===== src/rtl/cpu_pkg.sv =====
// Shared CPU definitions: instruction width, field positions and format codes.
// Used by the fetch stage and by control_unit so both agree on the instruction layout.
package cpu_pkg;

    localparam int INSTR_W  = 32;

    localparam int COND_MSB = 31;
    localparam int COND_LSB = 28;
    localparam int FMT_MSB  = 27;
    localparam int FMT_LSB  = 26;
    localparam int CTL_MSB  = 25;
    localparam int CTL_LSB  = 21;
    localparam int S_BIT    = 20;

    typedef enum logic [1:0] {
        FMT_ALU = 2'b00,
        FMT_LS  = 2'b01,
        FMT_BR  = 2'b10
    } fmt_e;

    function automatic logic [1:0] get_fmt(input logic [INSTR_W-1:0] instr);
        return instr[FMT_MSB:FMT_LSB];
    endfunction

endpackage


===== src/rtl/fetch_fifo.sv =====
// Synchronous FIFO with flush; the head entry is read directly from registered storage,
// so a word written in one cycle is first visible at the output in the next cycle.
module fetch_fifo
    import cpu_pkg::*;
#(
    parameter int DEPTH = 2,
    parameter int WIDTH = 64
) (
    input  logic                    i_clk,
    input  logic                    i_rst,
    input  logic                    i_flush,
    input  logic                    i_wr_en,
    input  logic [WIDTH-1:0]        i_wr_data,
    input  logic                    i_rd_en,
    output logic [WIDTH-1:0]        o_rd_data,
    output logic [$clog2(DEPTH):0]  o_count
);

    localparam int PTR_W = $clog2(DEPTH);
    localparam logic [PTR_W-1:0] PTR_ONE = PTR_W'(1'b1);
    localparam logic [PTR_W:0]   CNT_ONE = (PTR_W + 1)'(1'b1);

    logic [WIDTH-1:0] r_mem [DEPTH];
    logic [PTR_W-1:0] r_wr_ptr;
    logic [PTR_W-1:0] r_rd_ptr;
    logic [PTR_W:0]   r_count;

    // Storage, pointers and occupancy; write-on-full is legal when the head is read the same cycle.
    always_ff @(posedge i_clk) begin
        if (i_rst) begin
            for (int i = 0; i < DEPTH; i++) begin
                r_mem[i] <= {WIDTH{1'b0}};
            end
            r_wr_ptr <= {PTR_W{1'b0}};
            r_rd_ptr <= {PTR_W{1'b0}};
            r_count  <= {(PTR_W + 1){1'b0}};
        end else if (i_flush) begin
            r_wr_ptr <= {PTR_W{1'b0}};
            r_rd_ptr <= {PTR_W{1'b0}};
            r_count  <= {(PTR_W + 1){1'b0}};
        end else begin
            if (i_wr_en) begin
                r_mem[r_wr_ptr] <= i_wr_data;
                r_wr_ptr        <= r_wr_ptr + PTR_ONE;
            end
            if (i_rd_en) begin
                r_rd_ptr <= r_rd_ptr + PTR_ONE;
            end
            case ({i_wr_en, i_rd_en})
                2'b10:   r_count <= r_count + CNT_ONE;
                2'b01:   r_count <= r_count - CNT_ONE;
                default: r_count <= r_count;
            endcase
        end
    end

    assign o_rd_data = r_mem[r_rd_ptr];
    assign o_count   = r_count;

endmodule


===== src/rtl/instr_fetch_unit.sv =====
// Fetch stage: PC, 1-cycle instruction memory reads and buffered {pc, instr} delivery to decode.
// Optional macro FETCH_STALL_CNT_EN adds o_stall_cnt (stalled + bubble cycles, saturating).
module instr_fetch_unit
    import cpu_pkg::*;
#(
    parameter int                ADDR_W     = 32,
    parameter int                INSTR_W    = cpu_pkg::INSTR_W,
    parameter logic [ADDR_W-1:0] RESET_PC   = {ADDR_W{1'b0}},
    parameter int                FIFO_DEPTH = 2
) (
    input  logic                i_clk,
    input  logic                i_rst,
    output logic                o_imem_req,
    output logic [ADDR_W-1:0]   o_imem_addr,
    input  logic [INSTR_W-1:0]  i_imem_rdata,
    output logic                o_dec_valid,
    input  logic                i_dec_ready,
    output logic [INSTR_W-1:0]  o_dec_instr,
    output logic [ADDR_W-1:0]   o_dec_pc,
    input  logic                i_redirect_valid,
    input  logic [ADDR_W-1:0]   i_redirect_pc
`ifdef FETCH_STALL_CNT_EN
    ,
    output logic [31:0]         o_stall_cnt
`endif
);

    localparam int CNT_W = $clog2(FIFO_DEPTH) + 1;
    localparam logic [CNT_W:0]      DEPTH_L = (CNT_W + 1)'(FIFO_DEPTH);
    localparam logic [ADDR_W-1:0]   PC_STEP = ADDR_W'(3'd4);

    logic [ADDR_W-1:0]          r_pc;
    logic [ADDR_W-1:0]          r_req_pc;
    logic                       r_inflight;

    logic [CNT_W-1:0]           w_count;
    logic [CNT_W:0]             w_used;
    logic [ADDR_W+INSTR_W-1:0]  w_head;
    logic                       w_dec_valid;
    logic                       w_deq;
    logic                       w_req;
    logic                       w_wr_en;
    logic                       w_unused_ok;

    // Credit check counts the word in flight and frees the slot being dequeued this cycle.
    always_comb begin
        w_dec_valid = (w_count != {CNT_W{1'b0}});
        w_deq       = w_dec_valid & i_dec_ready;
        w_used      = {1'b0, w_count} + {{CNT_W{1'b0}}, r_inflight} - {{CNT_W{1'b0}}, w_deq};
        w_req       = !i_rst && !i_redirect_valid && (w_used < DEPTH_L);
        w_wr_en     = r_inflight && !i_redirect_valid;
    end

    // PC and in-flight tracking; a redirect drops the response returning this cycle.
    always_ff @(posedge i_clk) begin
        if (i_rst) begin
            r_pc       <= RESET_PC;
            r_req_pc   <= {ADDR_W{1'b0}};
            r_inflight <= 1'b0;
        end else if (i_redirect_valid) begin
            r_pc       <= {i_redirect_pc[ADDR_W-1:2], 2'b00};
            r_inflight <= 1'b0;
        end else begin
            r_inflight <= w_req;
            if (w_req) begin
                r_req_pc <= r_pc;
                r_pc     <= r_pc + PC_STEP;
            end
        end
    end

    fetch_fifo #(
        .DEPTH (FIFO_DEPTH),
        .WIDTH (ADDR_W + INSTR_W)
    ) u_fifo (
        .i_clk     (i_clk),
        .i_rst     (i_rst),
        .i_flush   (i_redirect_valid),
        .i_wr_en   (w_wr_en),
        .i_wr_data ({r_req_pc, i_imem_rdata}),
        .i_rd_en   (w_deq),
        .o_rd_data (w_head),
        .o_count   (w_count)
    );

    assign o_imem_req  = w_req;
    assign o_imem_addr = r_pc;
    assign o_dec_valid = w_dec_valid;
    assign o_dec_pc    = w_head[ADDR_W+INSTR_W-1:INSTR_W];
    assign o_dec_instr = w_head[INSTR_W-1:0];

    // Redirect targets are word aligned; the low address bits are intentionally ignored.
    assign w_unused_ok = &{1'b0, i_redirect_pc[1:0]};

`ifdef FETCH_STALL_CNT_EN
    logic [31:0] r_stall_cnt;

    // Count cycles decode is held off or starved, saturating at all-ones.
    always_ff @(posedge i_clk) begin
        if (i_rst) begin
            r_stall_cnt <= 32'd0;
        end else if ((!w_dec_valid || !i_dec_ready) && (r_stall_cnt != 32'hFFFF_FFFF)) begin
            r_stall_cnt <= r_stall_cnt + 32'd1;
        end else begin
            r_stall_cnt <= r_stall_cnt;
        end
    end

    assign o_stall_cnt = r_stall_cnt;
`endif

endmodule


===== config.mk =====
export PLATFORM = sky130hd
export DESIGN_NAME = instr_fetch_unit
export DESIGN_NICKNAME = d
export VERILOG_FILES = /design/src/rtl/cpu_pkg.sv /design/src/rtl/fetch_fifo.sv /design/src/rtl/instr_fetch_unit.sv
export SDC_FILE = /design/constraint.sdc
export NUM_CORES = 1
export LEC_CHECK = 0
export CAP_MARGIN = 20
export CORE_UTILIZATION = 56
export CTS_BUF_LIST = sky130_fd_sc_hd__clkbuf_8
export DETAILED_ROUTE_END_ITERATION = 10
export PLACE_DENSITY = 0.87
export SETUP_SLACK_MARGIN = 0.1
export SLEW_MARGIN = 20
export SYNTH_ARGS = -nofsm -noshare
export SYNTH_HDL_FRONTEND = slang
export SYNTH_SLANG_ARGS = --single-unit
export TNS_END_PERCENT = 50

===== constraint.sdc =====
create_clock -name i_clk -period 7.4 [get_ports i_clk]
set_input_delay 0.74 -clock i_clk [delete_from_list [all_inputs] [get_ports i_clk]]
set_output_delay 0.74 -clock i_clk [all_outputs]
set_load 0.02 [all_outputs]

==> flow_metrics.py <==
metrics = {
    "run_status": {
        "status": "finished clean",
    },
    "detailed_routing": {
        "ant_nets": 0,
        "routed_via_density": 5.55,
        "wl_per_cell_um": 16.7,
        "wl_um": 17700,
        "drc": 0,
        "drt-initial-drc-count": 545,
        "dr.pass1.iters": 7,
        "vias": 5862,
    },
    "clock_tree": {
        "cts_htree_levels": 4,
        "clock-sinks": 190,
        "cts_buffers": 17,
        "postCtsSetupBuffers": 0,
        "cts_resized": 0,
        "cts_tree": "done",
        "cts.path.max_buffers": 2,
        "worstSkewPairLatency_ns": 0.45,
        "clk_pin_slew_ns": 0.09,
        "root_buffer": "clkbuf_8",
        "cts_hold_buffers": 0,
    },
    "synth": {
        "syn_avg_cell_area_um2": 11.7,
        "yosysMostFrequentCell": "and2_1",
        "yosys_warnings": 0,
        "synth_top_area_share": 0.441,
        "syn_area_mm2": 0.00844,
        "yosysTopAreaCell": "edfxtp_1",
        "synth-seq-cells": 190,
        "ys_seq_area_frac": 0.598,
        "synthArstFlopShare": 0,
        "synthTopCellsByArea": "edfxtp_1 44%, dfxtp_1 16%, and2_1 9.4%",
        "synthCells": 720,
        "yosys-top-cells-count": "127 x and2_1, 124 x edfxtp_1, 77 x nand2_1, 66 x dfxtp_1, 65 x mux2_2",
        "ys.flop_type": "edfxtp_1",
        "synth-edff-count": 124,
        "post_synth_num_cell_types": 52,
    },
    "min_path": {
        "hold_depth": 2,
        "min_to": "r_req_pc[17]",
        "min_from": "r_req_pc[17]",
        "min_path_type": "reg2reg",
    },
    "global_route": {
        "grt_overflow": 0,
        "grt_pass1_wl_um": 29000,
        "grt_max_degree": 68,
        "antenna_found_initial": 0,
        "grt_pass1_vias": 5794,
        "track_usage": 0.234,
    },
    "critical_path": {
        "r2r-end": "o_imem_addr[19]",
        "r2r_slack_ns": 3.49,
        "critPathCaptureType": "primary output",
        "path_max_fanout": 67,
        "reg2regPathDepth": 13,
        "crit_required_ns": 6.66,
        "reg2reg_from": "u_fifo.o_count[1]",
        "crit_path_start_kind": "input pin",
        "critPathKind": "in2out",
        "worstPathArrival_ns": 4.00,
    },
    "power_and_ir_drop": {
        "p_int_mw": 1.67,
        "leakagePower_nw": 3.82,
        "p_per_area_mw_per_mm2": 207,
        "netSwitchingPower_mw": 0.519,
        "sw_frac_of_total": 0.237,
        "comb_power_share": 0.112,
        "clkPwrFrac": 0.337,
        "vdd_drop_max_v": 0.000130,
        "p_seq_frac": 0.551,
    },
    "floorplanning": {
        "start_util": 0.578,
        "core_mm2": 0.0146,
        "io_pins": 166,
        "die_area_mm2": 0.0156,
        "fp.dieH_um": 125,
        "die_w_um": 125,
        "rows": 44,
    },
    "final_layout": {
        "seq_area_mm2": 0.00505,
        "instances_no_fill": 1056,
        "nFillCells": 1015,
        "n_antenna_cell": 0,
        "final_nets": 931,
        "multi_input_area_mm2": 0.00320,
        "layout-drive-gt1-share": 0.140,
        "area_growth_pct": 25.4,
    },
    "placed_design": {
        "hpwl_um": 10900,
        "port_buffers": 159,
        "dp_cells": 1024,
        "place_congestion": 0.851,
        "dp_slack_ns": 2.67,
    },
    "sta": {
        "hold_viol": 0,
        "fin_tns_setup_ns": 0,
        "fmax_ghz": 0.211,
        "rsz0062_at_grt": "no",
        "worstMarginPinSlew_ns": 0.851,
        "slew_viol_final": 0,
        "setup_viol": 0,
        "period_needed_ns": 4.74,
        "setup_slack_ns": 2.66,
        "fin_crit_sh": 0.640,
        "fin_skew_ns": 0.0117,
        "slew-limit-headroom": 0.433,
        "worst_hold_slack_ns": 0.471,
    },
    "run": {
        "drv_cap": 0,
    },
}
==> per-stage QoR <==
step	instance area (um^2)	util	power [mW]
after floorplan	8450	-	1.35
after global placement	10100	0.695	1.47
after detailed placement	10100	0.695	1.48
after CTS	10600	0.725	2.20
after global routing	10600	0.725	2.26
final	10600	0.725	2.19
==> routing by layer <==
metal  global-route usage  up-vias  share of wire  wire (um)
li1                     -     2812              -          -
met1                0.325     2796           0.45       8010
met2                0.371      240           0.47       8210
met3               0.0430       14          0.072       1270
met4               0.0730        0         0.0091        161
met5                    0        -              0          0
==> state kept, by name, summed over array words and instances, names as in the netlist, named ones only <==
register	cells
u_fifo.r_wr_ptr	1
u_fifo.r_rd_ptr	1
u_fifo.r_mem	124
o_imem_addr	30
r_req_pc	30
r_inflight	1
u_fifo.o_count	2
==> cell families (layout without fill, tap and decap cells) <==
logic type	after synthesis	after routing	share of synthesized area
compound gates	98	98	0.0670
xor+xnor	13	13	0.0135
fa+ha+maj	4	4	0.00682
buf+inv	55	204	0.0277
flops	190	190	0.598
mux	66	66	0.0880
other cells	1	4	0.000445
simple gates	293	293	0.198
==> power groups by stage <==
stage	clock network [mW]	registers (mW)	logic, mW
floorplan	0	1.23	0.117
finish	0.738	1.21	0.245
global route	0.789	1.21	0.261
detailed placement	0	1.23	0.244
CTS	0.750	1.21	0.246
global placement	0	1.23	0.240
==> area by class of cell <==
class                   instances  share of cell area
clock inverters                14              0.0177
multi-input cells             478               0.302
clock buffers                  18              0.0234
well taps                     184              0.0218
inverters                       4             0.00142
repair buffers                168               0.156
flip-flops and latches        190               0.477
==> cells in the final DEF (no fill, tap or decap), types with 3 or more instances in the layout <==
master and instances:
clkdlybuf4s50_1 158, and2_1 127, edfxtp_1 124, nand2_1 77, mux2_2 65, dfxtp_1 65
a21oi_1 49, clkbuf_8 18, o21ai_0 16, nor2_1 13, nor2b_1 11, nand3_1 10
nand4_1 9, xor2_1 9, a31oi_1 9, buf_4 9, a22oi_1 7, o22ai_1 6
nor3_1 6, nand2b_1 5, a32oi_1 5, or3_1 5, xnor2_1 4, and3_1 4
nand3b_1 4, conb_1 4, bufinv_16 4, inv_1 3, or2_2 3, and4_1 3
ha_1 3
==> worst max-delay path by stage <==
| stage | start | endpoint | slack [ns] | cells after the start |
|---|---|---|---|---|
| finish | i_dec_ready | o_imem_req | 2.66 | 11 |
| detailed placement | i_dec_ready | o_imem_req | 2.67 | 11 |
| CTS | i_dec_ready | o_imem_req | 2.67 | 11 |
| global placement | i_dec_ready | o_imem_req | 2.73 | 11 |
| global route | u_fifo.o_count[1] | o_imem_req | 2.46 | 11 |
| floorplan | i_redirect_valid | u_fifo.r_mem[0][0] | 2.90 | 3 |
==> worst max-delay path, stage by stage <==
cell and delay, ns:
clkdlybuf4s50_1 0.46, and2_1 0.19, ha_1 0.24, nand2b_1 0.15, fa_1 0.38, xnor2_1 0.19, nand3_2 0.08, buf_4 0.34
clkinv_1 0.10, buf_4 0.41, clkdlybuf4s50_1 0.69
Note: power is estimated with default switching activity, not from simulation.
